==> src/rtl/seq_detector_param.sv <==
`default_nettype none
// ============================================================================
//  Module   : seq_detector_param
//  Brief    : Parametrised Moore serial sequence detector with KMP fallback,
//             selectable overlapping/non-overlapping search, one-cycle
//             detection pulse, synchronous search restart and an optional
//             saturating match counter (enabled by macro SEQ_DET_CNT_EN).
//  Revision : 1.0 - initial release
// ============================================================================
module seq_detector_param #(
  parameter int                   PATTERN_W = 4,
  parameter logic [PATTERN_W-1:0] PATTERN   = 4'b1011,
  parameter bit                   OVERLAP   = 1'b1,
  parameter int                   CNT_W     = 8
) (
  input  logic             clk,
  input  logic             rst,
  input  logic             din,
  input  logic             valid,
  input  logic             clr,
  output logic             seq_det,
  output logic             det_pulse,
  output logic [CNT_W-1:0] det_count
);

  // State is the number of pattern bits matched so far; PATTERN_W means MATCH.
  localparam int c_STATE_W = $clog2(PATTERN_W + 1);

  typedef logic [c_STATE_W-1:0] state_t;

  localparam state_t c_ST_EMPTY = '0;
  localparam state_t c_ST_MATCH = state_t'(PATTERN_W);

  state_t r_state;
  state_t w_next_state;
  logic   w_hit;
  logic   r_pulse;

  // Pattern bit in reception order (index 0 is the first bit received).
  function automatic logic f_pat_bit(input int idx);
    logic [PATTERN_W-1:0] pat;
    pat = PATTERN;
    if (idx >= 0 && idx < PATTERN_W) begin
      return pat[PATTERN_W-1-idx];
    end
    return 1'b0;
  endfunction

  // Longest prefix of PATTERN that is a suffix of (first k pattern bits, b).
  // When b extends the match this naturally yields k+1; otherwise it is the
  // KMP fallback. Loops are fixed-bound so the logic unrolls at elaboration.
  function automatic state_t f_advance(input int k, input logic b);
    int   best;
    int   idx;
    logic ok;
    logic s_bit;
    best = 0;
    for (int l = 1; l <= PATTERN_W; l++) begin
      if (l <= k + 1) begin
        ok = 1'b1;
        for (int j = 0; j < PATTERN_W; j++) begin
          if (j < l) begin
            idx   = k + 1 - l + j;
            s_bit = (idx == k) ? b : f_pat_bit(idx);
            if (f_pat_bit(j) != s_bit) begin
              ok = 1'b0;
            end
          end
        end
        if (ok) begin
          best = l;
        end
      end
    end
    return state_t'(best);
  endfunction

  // State register: matched-bit count.
  always_ff @(posedge clk or posedge rst) begin
    if (rst) begin
      r_state <= c_ST_EMPTY;
    end else begin
      r_state <= w_next_state;
    end
  end

  // Next-state logic: clr beats valid; idle cycles hold the state.
  always_comb begin
    w_next_state = r_state;
    w_hit        = 1'b0;
    if (clr) begin
      w_next_state = c_ST_EMPTY;
    end else if (valid) begin
      if (r_state == c_ST_MATCH && !OVERLAP) begin
        w_next_state = (din == f_pat_bit(0)) ? state_t'(1) : c_ST_EMPTY;
      end else begin
        w_next_state = f_advance(int'(r_state), din);
      end
      // A completed match is any valid sample that lands in MATCH. For
      // self-overlapping patterns such as 1111 a MATCH->MATCH step is a new
      // match and must still pulse.
      w_hit = (w_next_state == c_ST_MATCH);
    end
  end

  // Detection pulse, registered alongside the state so it aligns with seq_det.
  always_ff @(posedge clk or posedge rst) begin
    if (rst) begin
      r_pulse <= 1'b0;
    end else begin
      r_pulse <= w_hit;
    end
  end

  assign seq_det   = (r_state == c_ST_MATCH);
  assign det_pulse = r_pulse;

`ifdef SEQ_DET_CNT_EN
  logic [CNT_W-1:0] r_count;

  // Saturating match counter; updates on the same edge that raises det_pulse
  // and is cleared only by rst (clr restarts the search, not the statistics).
  always_ff @(posedge clk or posedge rst) begin
    if (rst) begin
      r_count <= '0;
    end else if (w_hit && (r_count != {CNT_W{1'b1}})) begin
      r_count <= r_count + 1'b1;
    end
  end

  assign det_count = r_count;
`else
  assign det_count = '0;
`endif

endmodule
`default_nettype wire

==> config.mk <==
export PLATFORM = sky130hd
export DESIGN_NAME = seq_detector_param
export DESIGN_NICKNAME = d
export VERILOG_FILES = /design/src/rtl/seq_detector_param.sv
export SDC_FILE = /design/constraint.sdc
export NUM_CORES = 1
export LEC_CHECK = 0
export BUFFER_PORTS_ARGS = -buffer_cell sky130_fd_sc_hd__buf_2
export CAP_MARGIN = 20
export CORE_MARGIN = 10
export CORE_UTILIZATION = 40
export DETAILED_ROUTE_END_ITERATION = 10
export GPL_TIMING_DRIVEN = 0
export PLACE_DENSITY_LB_ADDON = 0.25
export SKIP_CTS_REPAIR_TIMING = 1
export SYNTH_ARGS = -nofsm -noshare
export SYNTH_HDL_FRONTEND = slang
export SYNTH_SLANG_ARGS = --single-unit
==> constraint.sdc <==
create_clock -name clk -period 2.61 [get_ports clk]
set_input_delay 0.1305 -clock clk [delete_from_list [all_inputs] [get_ports clk]]
set_output_delay 0.1305 -clock clk [all_outputs]
set_load 0.005 [all_outputs]
==> Word level (Yosys, flattened, before mapping) <==
Cells that the tools add are included.
{ "classes": {"n_reduce_logical": 11, "addsub": 21, "magnitude_cmp": 34, "n_eq_ne": 22, "n_mux": 203} }
{ "ops": {"columns": ["cell", "n"], "rows": [
  ["32-bit by 4-bit less-than comparator with 1-bit output (second input constant)", 17],
  ["32-bit by 4-bit == test with 1-bit output", 8],
  ["32-bit by 1-bit >= comparator with 1-bit output (second input constant)", 8],
  ["3-bit by 32-bit subtractor with 32-bit output (first input constant)", 8],
  ["1-bit 2-to-1 mux", 183],
  ["32-bit by 2-bit adder with 32-bit output (second input constant)", 2],
  ["3-bit by 32-bit <= comparator with 1-bit output (first input constant)", 2],
  ["32-bit by 3-bit subtractor with 32-bit output (second input constant)", 2],
  ["32-bit by 3-bit adder with 32-bit output (second input constant)", 1],
  ["2-bit by 32-bit <= comparator with 1-bit output (first input constant)", 1],
  ["4-bit by 32-bit <= comparator with 1-bit output (first input constant)", 1],
  ["32-bit by 2-bit subtractor with 32-bit output (second input constant)", 1],
  ["3-bit 2-to-1 mux", 9],
  ["1-bit binary-select mux with 2-bit select", 10],
  ["5-bit by 3-bit adder with 6-bit output (second input constant)", 2],
  ["1-bit logical AND", 10],
  ["1-bit != test", 10],
  ["7-bit by 4-bit less-than comparator with 1-bit output (second input constant)", 1],
  ["3-bit by 6-bit subtractor with 7-bit output (first input constant)", 1],
  ["5-bit by 2-bit adder with 6-bit output (second input constant)", 1],
  ["3-bit == test (second input constant)", 2],
  ["6-bit by 4-bit == test with 1-bit output", 1],
  ["6-bit by 1-bit >= comparator with 1-bit output (second input constant)", 1],
  ["6-bit by 4-bit less-than comparator with 1-bit output (second input constant)", 1],
  ["8 further kinds", 8]
]} }
{ "totals": {"wordCells": 293, "output_inout_bits": 10, "reg_bits": 4} }

==> Logic depth before layout (Yosys ltp) <==
{ "depth": {"depth_word": 31, "depth_mapped": 15, "ltp_nobuf": 14} }

==> Worst setup path before layout <==
OpenSTA, ideal clock, no wires.
{ "synth_path": {"kind": "reg2reg", "start": "register r_state[1]", "end": "register r_state[0]", "arrival_time_ns": 2.723, "setup_time_ns": 0.133, "required_ns": 2.477, "slack_ns": -0.246, "path_stages_with_launch": 15, "period_less_slack_ns": 2.856, "cell_sequence": "dfrtp_1 ha_1 xor2_2 inv_1 ha_1 and2_1 ha_1 inv_1 ha_1 nand2_1 a221oi_2 mux2i_1 nand2_1 o211ai_1 a31oi_1"} }
{ "synth_via": {"elab_chain_cells": 30, "elab_cells_between_ends": 239} }
{ "synth_lines": {"columns": ["item", "line_no", "rtl"], "rows": [
  ["start, declared", "34", "state_t r_state;"],
  ["start signal, assigned", "81", "r_state <= c_ST_EMPTY;"],
  ["start signal, assigned", "83", "r_state <= w_next_state;"],
  ["parallel branches: the longest is 25 deep, another holds 32-bit by 3-bit subtractor with 32-bit output", null, null],
  ["3-bit 2-to-1 mux (*)", "59", "if (l <= k + 1) begin"],
  ["3-bit 2-to-1 mux (*)", "93", "end else if (valid) begin"],
  ["3-bit 2-to-1 mux (*)", "91", "if (clr) begin"],
  ["3-bit 2-to-1 mux (*)", "93", null],
  ["3-bit 2-to-1 mux (*)", "91", null]
]} }
Every way passes the cells marked *. The select of a mux whose other input is x is not followed.
A chain may end at the register's enable or synchronous reset.

==> Final worst setup path <==
{ "layout_path": {"start": "register r_state[1]", "end": "register r_state[1]"} }
{ "layout_via": {"elab_chain_cells": 29, "elab_cells_between_ends": 212} }
{ "layout_lines": {"columns": ["item", "line_no"], "rows": [
  ["parallel branches: the longest is 24 deep, another holds 32-bit by 3-bit subtractor with 32-bit output", null],
  ["3-bit 2-to-1 mux (*)", "59"],
  ["3-bit 2-to-1 mux (*)", "93"],
  ["3-bit 2-to-1 mux (*)", "91"],
  ["3-bit 2-to-1 mux (*)", "93"],
  ["3-bit 2-to-1 mux (*)", "91"]
]} }
Marks and branches as above.

==> impl_metrics.toml <==
[synth]
synth.ff_latch_count = 4
synth.most_common_cell = "ha_1"
synth_largest_area_cell = "ha_1"
syn_avg_cell_area_um2 = 7.91
synth-seq-area-share_pct = 7.91
synth_area_leaders = "ha_1 22%, dfrtp_1 7.9%, buf_4 4.7%, nand2_1 4.2%, inv_1 3.6%"
synth.distinct_cells = 53
syn-cell-area_um2 = 1260
synth_flop_cell = "dfrtp_1"
synth_common_cells = "22 x ha_1, 14 x nand2_1, 12 x inv_1, 12 x nor2_1, 8 x buf_4"
synthCells = 160
ys_async_sr_fraction_pct = 100
synth_top_area_share_pct = 21.8
synth_edf_count = 0
synth_warnings = 0

[floorplan]
core_area_um2 = 3030
die-area_um2 = 5810
dieWidth_um = 76.2
ioPinCount = 15
fp.dieH_um = 76.2
rows = 20
start_util_pct = 41.8

[drt]
vias_per_cell = 5.46
wire_per_inst_um = 16.2
ant_nets = 0
drt-total-wl_um = 4060
drt_first_pass_iters = 4
drcViolationCount = 0
vias = 1370
drt_iter0_markers = 205

[run_status]
status = "complete, but fails checks"
violations = "negative setup slack"

[grt]
grt_pass1_vias = 1165
grt_overflow = 0
antenna_found_initial = 0
track_usage_pct = 10.5
grt_first_pass_wirelength_um = 5240
grt_max_degree = 11

[clock_tree]
cts_tree = "built"
cts.clk_slew.worst_paths_ps = 50
cts-root-buf = "clkbuf_4"
clkSinkCount = 4
insertion_delay_ps = 240
clock_path_buffers = 2
h-tree-depth = 1
numCtsBuffers = 3

[placement]
hpwl_um = 2440
io_buffers = 6
gp_congestion = 0.862
place_ws_ps = -566

[sta]
finClkSkew_ps = 11.9
setup_viol = 2
fmax_ghz = 0.368
rsz0062_at_grt = "true"
period_minus_slack_ps = 2720
slew_viol_final = 0
finalCritPeriodShare_pct = 104
final-hold-violation-count = 0
slew_headroom_pct = 66.4
holdWs_ps = 93.0
tightest_slew_ps = 500
worst_slack_ps = -106
fin_setup_tns_ps = -158

[finish]
syn2layout_area_growth_pct = 57.6
nNetsFinal = 235
multiInputGateArea_um2 = 1370
n_fill_cell = 241
drive_above_1_share_pct = 49.3
num_antenna_cells = 0
seqCellArea_um2 = 103

[pwr]
p_per_area_nw_per_um2 = 557
switching_share_pct = 44.5
combPwrFrac_pct = 85.1
clock_power_share_pct = 7.9
power.leakage_nw = 0.853
irDropWorstVdd_v = 0.000358
p_int_mw = 0.616
power.switching_mw = 0.493
p_seq_share_pct = 7.0

[critical_path]
worstSetupStartpointType = "register"
end_kind = "register"
worst-endpoint-required_ps = 2740
cp.arrival_ps = 2840
path_class = "reg2reg"
crit_fanout = 7

[job]
drv_cap = 0

[worst_hold_path]
min_path_type = "in2reg"
metrics by stage:
stage	cell area [um^2]	utilization (%)	std cells	total power, mW
floorplan	1330	-	167	0.516
global placement	1410	46.6	217	0.606
detailed placement	1410	46.6	217	0.626
CTS	1440	47.4	221	0.717
global route	1990	65.8	251	1.18
finish	1990	65.8	251	1.11
cells in the final DEF (no fill, tap or decap), types with 2 or more instances in the layout:
master / count
o211ai_1: 3
buf_6: 4
a21oi_1: 2
xnor2_1: 2
buf_2: 6
a31oi_1: 4
ha_4: 13
mux2i_1: 2
nor3_2: 2
ha_2: 2
conb_1: 8
a211o_1: 3
nand3_1: 5
nor2b_1: 2
buf_4: 38
mux2_2: 2
dfrtp_2: 2
and2_1: 2
inv_1: 8
inv_4: 3
o21ai_0: 4
nor3_1: 3
nand4_1: 2
o311ai_0: 2
nor2_1: 11
ha_1: 7
clkbuf_4: 3
xor2_1: 3
nand4b_1: 2
nand2b_1: 3
nand2_1: 13
dfrtp_1: 2
cells by family (layout without fill, tap and decap cells):
family	count (synthesis)	in the layout	share of synthesized area, %
and+or+nand+nor	62	62	27.2
AOI/OAI and AO/OA	33	33	22.5
buffers and inverters	26	66	10.9
adders and majority gates	22	22	21.8
xor gates and xnor gates	8	8	6.13
muxes	4	4	3.36
DFF	4	4	7.91
other	1	8	0.296
final timing paths:
| check | slack, ps | cells after the start | end | start |
|---|---|---|---|---|
| max | -110 | 13 | r_state[1] | r_state[1] |
| min | 90 | 2 | r_state[2] | clr |
| max reg2reg | -110 | 13 | r_state[1] | r_state[1] |
| min reg2reg | 600 | 2 | r_state[1] | r_state[1] |
| max in group asynchronous | 2130 | 3 | r_state[0] | rst |
| min in group asynchronous | 310 | 3 | det_pulse | rst |
routing by layer:
| metal | part of all wire [%] | track usage [%] | vias to the layer above | wire, um |
|---|---|---|---|---|
| met3 | 4.9 | 1.77 | 14 | 199 |
| met5 | 0 | 0 | - | 0 |
| li1 | - | - | 653 | - |
| met4 | 3.3 | 4.46 | 0 | 133 |
| met1 | 43 | 12.2 | 647 | 1740 |
| met2 | 49 | 18.3 | 56 | 1980 |
area by class of cell:
type	instances	share of cell area [%]
clock buffer	4	1.32
buffer	13	5.46
multi-input combinational	137	68.5
inverter	12	2.64
sequential	4	5.15
timing repair buffer	37	14.1
tap	44	2.76
flip-flops by register name, indices dropped and copies added (netlist names):
| signal | cells |
|---|---|
| det_pulse | 1 |
| r_state | 3 |
power by group through the flow:
stage	Combinational (mW)	Clock (mW)	Sequential (mW)
detailed placement	0.547	0	0.0791
global route	1.01	0.0937	0.0786
finish	0.944	0.0880	0.0773
global placement	0.527	0	0.0792
floorplan	0.442	0	0.0744
CTS	0.552	0.0871	0.0781
worst max-delay path: stages (launching register included):
cell	delay [ps]
dfrtp_2	450
ha_4	200
xor2_4	250
inv_4	100
ha_4	180
nor2b_4	140
nor2_4	120
ha_4	180
nand2b_1	110
o311ai_0	120
o21ai_0	260
nand4b_1	210
a2bb2oi_2	190
o21ai_1	80
Power figures use the tool's default switching activity.
